[src/rtl/ste_shift_pkg.sv]
// Shared types and helpers for the framed multi-lane shift register.
package ste_shift_pkg;

  // Shift direction; the encoding matches cfg_msb_first_i directly.
  typedef enum logic {
    LSB_FIRST = 1'b0,
    MSB_FIRST = 1'b1
  } shift_dir_e;

  // Bit n set when a lane count of n is supported (1, 2, 4, 8).
  localparam logic [8:0] LANES_LEGAL = 9'b1_0001_0110;

  function automatic bit lanes_legal(int unsigned lanes);
    if (lanes > 8) return 1'b0;
    return LANES_LEGAL[lanes[3:0]];
  endfunction

  // Frame length in steps; 0 or anything beyond a full register means a full register.
  function automatic int unsigned eff_len(int unsigned len, int unsigned steps);
    return (len == 0 || len > steps) ? steps : len;
  endfunction

endpackage

[src/rtl/ste_shift_capture.sv]
// Capture register for completed frames, with valid/ack handshake and sticky overrun.
module ste_shift_capture #(
  parameter int unsigned SHIFT_W = 24
) (
  input  logic               clk,
  input  logic               reset_i,
  input  logic               clr_i,
  input  logic               complete_i,
  input  logic [SHIFT_W-1:0] word_i,
  input  logic               ack_i,
  output logic [SHIFT_W-1:0] capture_o,
  output logic               capture_valid_o,
  output logic               overrun_o
);

  logic [SHIFT_W-1:0] cap_q, cap_d;
  logic               valid_q, valid_d;
  logic               ovr_q, ovr_d;

  // Next state: a completion wins over an ack and only flags overrun if the old word is unread.
  always_comb begin
    cap_d   = cap_q;
    valid_d = valid_q;
    ovr_d   = ovr_q;
    if (clr_i) ovr_d = 1'b0;
    if (complete_i) begin
      cap_d   = word_i;
      valid_d = 1'b1;
      if (valid_q && !ack_i) ovr_d = 1'b1;
    end else if (valid_q && ack_i) begin
      valid_d = 1'b0;
    end
  end

  // State registers with synchronous reset.
  always_ff @(posedge clk) begin
    if (reset_i) begin
      cap_q   <= '0;
      valid_q <= 1'b0;
      ovr_q   <= 1'b0;
    end else begin
      cap_q   <= cap_d;
      valid_q <= valid_d;
      ovr_q   <= ovr_d;
    end
  end

  assign capture_o       = cap_q;
  assign capture_valid_o = valid_q;
  assign overrun_o       = ovr_q;

endmodule

[src/rtl/ste_shift_reg_frame.sv]
// Multi-lane, direction-selectable shift register with frame counting and word capture.
module ste_shift_reg_frame
  import ste_shift_pkg::*;
#(
  parameter  int unsigned SHIFT_W = 24,
  parameter  int unsigned LANES   = 1,
  localparam int unsigned STEPS   = SHIFT_W / LANES,
  localparam int unsigned CNT_W   = $clog2(STEPS + 1)
) (
  input  logic               clk,
  input  logic               reset_i,
  input  logic               cfg_msb_first_i,
  input  logic [CNT_W-1:0]   cfg_frame_len_i,
  input  logic [LANES-1:0]   din_i,
  input  logic [SHIFT_W-1:0] din_parallel_i,
  input  logic               shift_clr_i,
  input  logic               shift_en_i,
  input  logic               shift_ld_i,
  output logic [LANES-1:0]   dout_o,
  output logic [SHIFT_W-1:0] dout_parallel_o,
  output logic               frame_done_o,
  output logic [SHIFT_W-1:0] capture_o,
  output logic               capture_valid_o,
  input  logic               capture_ack_i,
  output logic               overrun_o
);

  if ((SHIFT_W % LANES) != 0) begin : g_bad_width
    $error("SHIFT_W must be a multiple of LANES");
  end
  if (!lanes_legal(LANES)) begin : g_bad_lanes
    $error("LANES must be 1, 2, 4 or 8");
  end

  logic [SHIFT_W-1:0] shift_q, shift_d;
  logic [CNT_W-1:0]   cnt_q, cnt_d;
  logic [CNT_W:0]     cnt_inc, len_eff;
  logic               complete;
  logic               done_q;
  shift_dir_e         dir;

  assign dir     = shift_dir_e'(cfg_msb_first_i);
  assign len_eff = (CNT_W + 1)'(eff_len(32'(cfg_frame_len_i), STEPS));
  // One extra bit so the compare cannot wrap.
  assign cnt_inc = {1'b0, cnt_q} + (CNT_W + 1)'(1);

  // Next register/counter value in priority order clear > load > shift.
  always_comb begin
    shift_d  = shift_q;
    cnt_d    = cnt_q;
    complete = 1'b0;
    if (shift_clr_i) begin
      shift_d = '0;
      cnt_d   = '0;
    end else if (shift_ld_i) begin
      shift_d = din_parallel_i;
      cnt_d   = '0;
    end else if (shift_en_i) begin
      if (dir == MSB_FIRST) shift_d = {shift_q[SHIFT_W-LANES-1:0], din_i};
      else                  shift_d = {din_i, shift_q[SHIFT_W-1:LANES]};
      // >= so that shortening the frame mid-way still terminates it.
      if (cnt_inc >= len_eff) begin
        cnt_d    = '0;
        complete = 1'b1;
      end else begin
        cnt_d = cnt_inc[CNT_W-1:0];
      end
    end
  end

  // Shift register, step counter and done pulse.
  always_ff @(posedge clk) begin
    if (reset_i) begin
      shift_q <= '0;
      cnt_q   <= '0;
      done_q  <= 1'b0;
    end else begin
      shift_q <= shift_d;
      cnt_q   <= cnt_d;
      done_q  <= complete;
    end
  end

  ste_shift_capture #(
    .SHIFT_W(SHIFT_W)
  ) u_capture (
    .clk             (clk),
    .reset_i         (reset_i),
    .clr_i           (shift_clr_i),
    .complete_i      (complete),
    .word_i          (shift_d),
    .ack_i           (capture_ack_i),
    .capture_o       (capture_o),
    .capture_valid_o (capture_valid_o),
    .overrun_o       (overrun_o)
  );

  assign dout_o          = (dir == MSB_FIRST) ? shift_q[SHIFT_W-1 -: LANES] : shift_q[LANES-1:0];
  assign dout_parallel_o = shift_q;
  assign frame_done_o    = done_q;

endmodule

[config.mk]
export PLATFORM = sky130hd
export DESIGN_NAME = ste_shift_reg_frame
export DESIGN_NICKNAME = d
export VERILOG_FILES = /design/src/rtl/ste_shift_pkg.sv /design/src/rtl/ste_shift_capture.sv /design/src/rtl/ste_shift_reg_frame.sv
export SDC_FILE = /design/constraint.sdc
export NUM_CORES = 1
export LEC_CHECK = 0
export ABC_AREA = 1
export CAP_MARGIN = 5
export CORE_MARGIN = 5
export CORE_UTILIZATION = 52
export CTS_CLUSTER_SIZE = 10
export DETAILED_ROUTE_END_ITERATION = 16
export PLACE_DENSITY_LB_ADDON = 0.05
export SLEW_MARGIN = 20
export SYNTH_ARGS = -nofsm -noshare
export SYNTH_HDL_FRONTEND = slang
export SYNTH_SLANG_ARGS = --single-unit
[constraint.sdc]
create_clock -name clk -period 4.5 [get_ports clk]
set_clock_uncertainty 0.05 [all_clocks]
set_input_delay 0.9 -clock clk [delete_from_list [all_inputs] [get_ports clk]]
set_output_delay 0.9 -clock clk [all_outputs]
set_load 0.005 [all_outputs]
==> results.sh <==
export IMPL_drive_gt1_share_pct=6.28
export IMPL_cts_tree="done"
export IMPL_grt_max_degree=51
export IMPL_netlist_area_um2=3250
export IMPL_path_class="input pin to flip-flop"
export IMPL_antenna_cells=0
export IMPL_hold_violations=0
export IMPL_synth_top_cell_area_share_pct=34.4
export IMPL_max_slew_margin_pct=53.3
export IMPL_dp_hpwl_um=6100
export IMPL_min_path_type="flip-flop to flip-flop"
export IMPL_clk_pin_slew_ns=0.10
export IMPL_drv_slew=0
export IMPL_syn_area_per_cell_um2=6.44
export IMPL_fin_nets=615
export IMPL_critPathSlowestCell="nand2_4"
export IMPL_worst_hold_slack_ns=0.406
export IMPL_post_synth_top_count_cell="nand2_1"
export IMPL_cts_sinks=56
export IMPL_htree_levels=2
export IMPL_ys_warn_count=0
export IMPL_cts_buffers_inserted=5
export IMPL_startpoint_type="input pin"
export IMPL_syn_num_nets=548
export IMPL_rows=28
export IMPL_synth_area_leaders="dfxtp_1 (34%), nand2_1 (16%), nor2_1 (12%)"
export IMPL_fp_dieH_um=89.1
export IMPL_dieWidth_um=89.1
export IMPL_switching_share_pct=27.3
export IMPL_ff2ff_path_depth=11
export IMPL_p_leak_nw=1.78
export IMPL_fmax_mhz=306
export IMPL_num_vias=3368
export IMPL_dr_pass1_iters=4
export IMPL_worst_slack_ns=1.23
export IMPL_ant_nets=0
export IMPL_hold_path_depth=2
export IMPL_powerDensity_nw_per_um2=254
export IMPL_p_seq_share_pct=49.3
export IMPL_cts_resized=0
export IMPL_worstPathArrival_ns=3.44
export IMPL_core_region_area_um2=5990
export IMPL_grt_overflow=0
export IMPL_finalWirelength_um=8570
export IMPL_syn_inst=505
export IMPL_ir_worst_vdd_v=0.000160
export IMPL_drc_errors=0
export IMPL_clkPwrFrac_pct=31.9
export IMPL_io_buffers=88
export IMPL_synth_edff_count=0
export IMPL_worstMarginPinSlew_ns=0.696
export IMPL_crit_family="simple AND/OR/NAND/NOR gates"
export IMPL_status="finished clean"
export IMPL_cp_buffers_inverters=2
export IMPL_setup_viol=0
export IMPL_gp_congestion=0.873
export IMPL_ys_seq_elements=56
export IMPL_utilization_pct=69.1
export IMPL_die_area_um2=7940
export IMPL_cts_hold_buffers_added=0
export IMPL_fin_crit_ns=3.27
export IMPL_cp_max_fo=50
export IMPL_path_cells="clkdlybuf4s50_1 -> or2_2 -> o21ai_0 -> o31ai_1 -> inv_1 -> nor2_1 -> ha_1 -> and3_1 -> nand2_1 -> nand2_4 -> nand3_1 -> nand2_1 -> nor2_1"
export IMPL_synth_top_area_cell="dfxtp_1"
export IMPL_post_cts_setup_buffer_count=0
export IMPL_antenna_found_initial=0
export IMPL_avgViaCountPerCell=5.20
export IMPL_grt_usage_pct=22.2
export IMPL_totalPowerFinal_mw=1.05
export IMPL_ys_flop_type="dfxtp_1"
export IMPL_comb_power_share_pct=18.8
export IMPL_routedWlPerCell_um=13.2
export IMPL_yosysSeqAreaShare_pct=34.4
export IMPL_drt_initial_drc_count=301
export IMPL_start_util_pct=54.3
export IMPL_synth_common_cells="nand2_1 (140), nor2_1 (103), dfxtp_1 (56), a21oi_1 (51), nand3_1 (39)"
export IMPL_cp_end_kind="flip-flop"
export IMPL_root_buffer="clkbuf_8"
export IMPL_clock_latency_ns=0.31
export IMPL_switching_power_mw=0.288
export IMPL_fin_crit_sh_pct=72.7
export IMPL_grt_pass1_vias=3116
export IMPL_io_pins=89
export IMPL_cts_path_max_buffers=2
export IMPL_dp_slack_ns=0.908
export IMPL_rsz0062_at_grt="no"
export IMPL_cap_violations=0
export IMPL_worst_path_largest_cell_delay_ns=0.47
export IMPL_p_int_mw=0.765
export IMPL_fin_setup_tns_ns=0
export IMPL_syn_to_final_growth_pct=27.2
export IMPL_cp_depth=13
export IMPL_critPathRequiredTime_ns=4.66
export IMPL_synth_cell_types=30
export IMPL_grt_pass1_wl_um=14000
export IMPL_async_flop_share_pct=0
[placed cells by master, fill, tap and decap left out]
cell type and n:
inv_6 1, clkdlybuf4s50_1 88, bufinv_16 1, nand2_1 140
nor3_1 1, nand2_4 2, o31ai_1 1, nand3_1 39
clkbuf_1 1, nor2_2 2, nor2_1 103, xor2_1 1
nand4_1 7, dfxtp_1 56, ha_1 6, o21ai_2 1
inv_1 35, inv_2 2, nor2_4 2, nand3_2 10
or2_2 1, a21oi_1 51, clkbuf_8 5, clkinv_1 1
o21ai_0 6, and3_1 1, buf_4 6, a21oi_2 2
nor3_4 1
[path summary, 6_finish.rpt]
check                                      start                              endpoint  slack (ns)
hold / removal    u_capture.overrun_o$_SDFF_PP0_        u_capture.overrun_o$_SDFF_PP0_        0.41
hold reg to reg   u_capture.overrun_o$_SDFF_PP0_        u_capture.overrun_o$_SDFF_PP0_        0.41
setup / recovery              cfg_frame_len_i[0]  u_capture.capture_o[23]$_SDFFE_PP0P_        1.23
setup reg to reg           cnt_q[0]$_SDFFE_PP0P_  u_capture.capture_o[23]$_SDFFE_PP0P_        2.04
[worst reg2reg max path: cells and delay by family (launching register included)]
| family | cells | cell delay [ns] |
|---|---|---|
| DFF | 1 | 0.44 |
| and+or+nand+nor | 9 | 1.33 |
| adders and majority gates | 2 | 0.54 |
[registers in the layout, indices dropped and copies added (netlist names)]
| signal | flops |
|---|---|
| dout_parallel_o | 24 |
| u_capture.capture_o | 24 |
| cnt_q | 5 |
| frame_done_o | 1 |
| u_capture.capture_valid_o | 1 |
| u_capture.overrun_o | 1 |
[routing by layer]
layer | track usage (%) | up-vias | part of all wire [%]
met5 | 0 | - | 0
met4 | 8.12 | 0 | 2.5
met3 | 4.70 | 21 | 7.7
met2 | 37.9 | 134 | 49
met1 | 27.5 | 1485 | 41
li1 | - | 1728 | -
[power groups by stage]
stage / clock [mW] / combinational, mW / sequential, mW
after floorplan: 0 / 0.123 / 0.528
final: 0.336 / 0.198 / 0.518
after global routing: 0.358 / 0.223 / 0.520
after CTS: 0.340 / 0.199 / 0.518
after global placement: 0 / 0.195 / 0.529
after detailed placement: 0 / 0.198 / 0.529
[cells by family after synthesis]
group	after synthesis	share of synthesized area (%)
xor+xnor	1	0.269
fa+ha+maj	6	2.31
simple gates	309	41.3
compound gates	61	9.80
flops	56	34.4
buf+inv	72	11.9
[layout make-up]
cell class	instances	area (um2)
Tap cell	75	93.8
Fill cell	532	1850
Timing Repair Buffer	94	926
Sequential cell	56	1120
Clock inverter	2	38.8
Multi-Input combinational cell	377	1750
Inverter	38	143
Clock buffer	6	72.6
[stage by stage]
step                area (um2)  cells
CTS                       4140    648
global placement          4030    640
finish                    4140    648
floorplan                 3250    505
detailed placement        4030    640
global route              4140    648
Power figures use the tool's default switching activity.
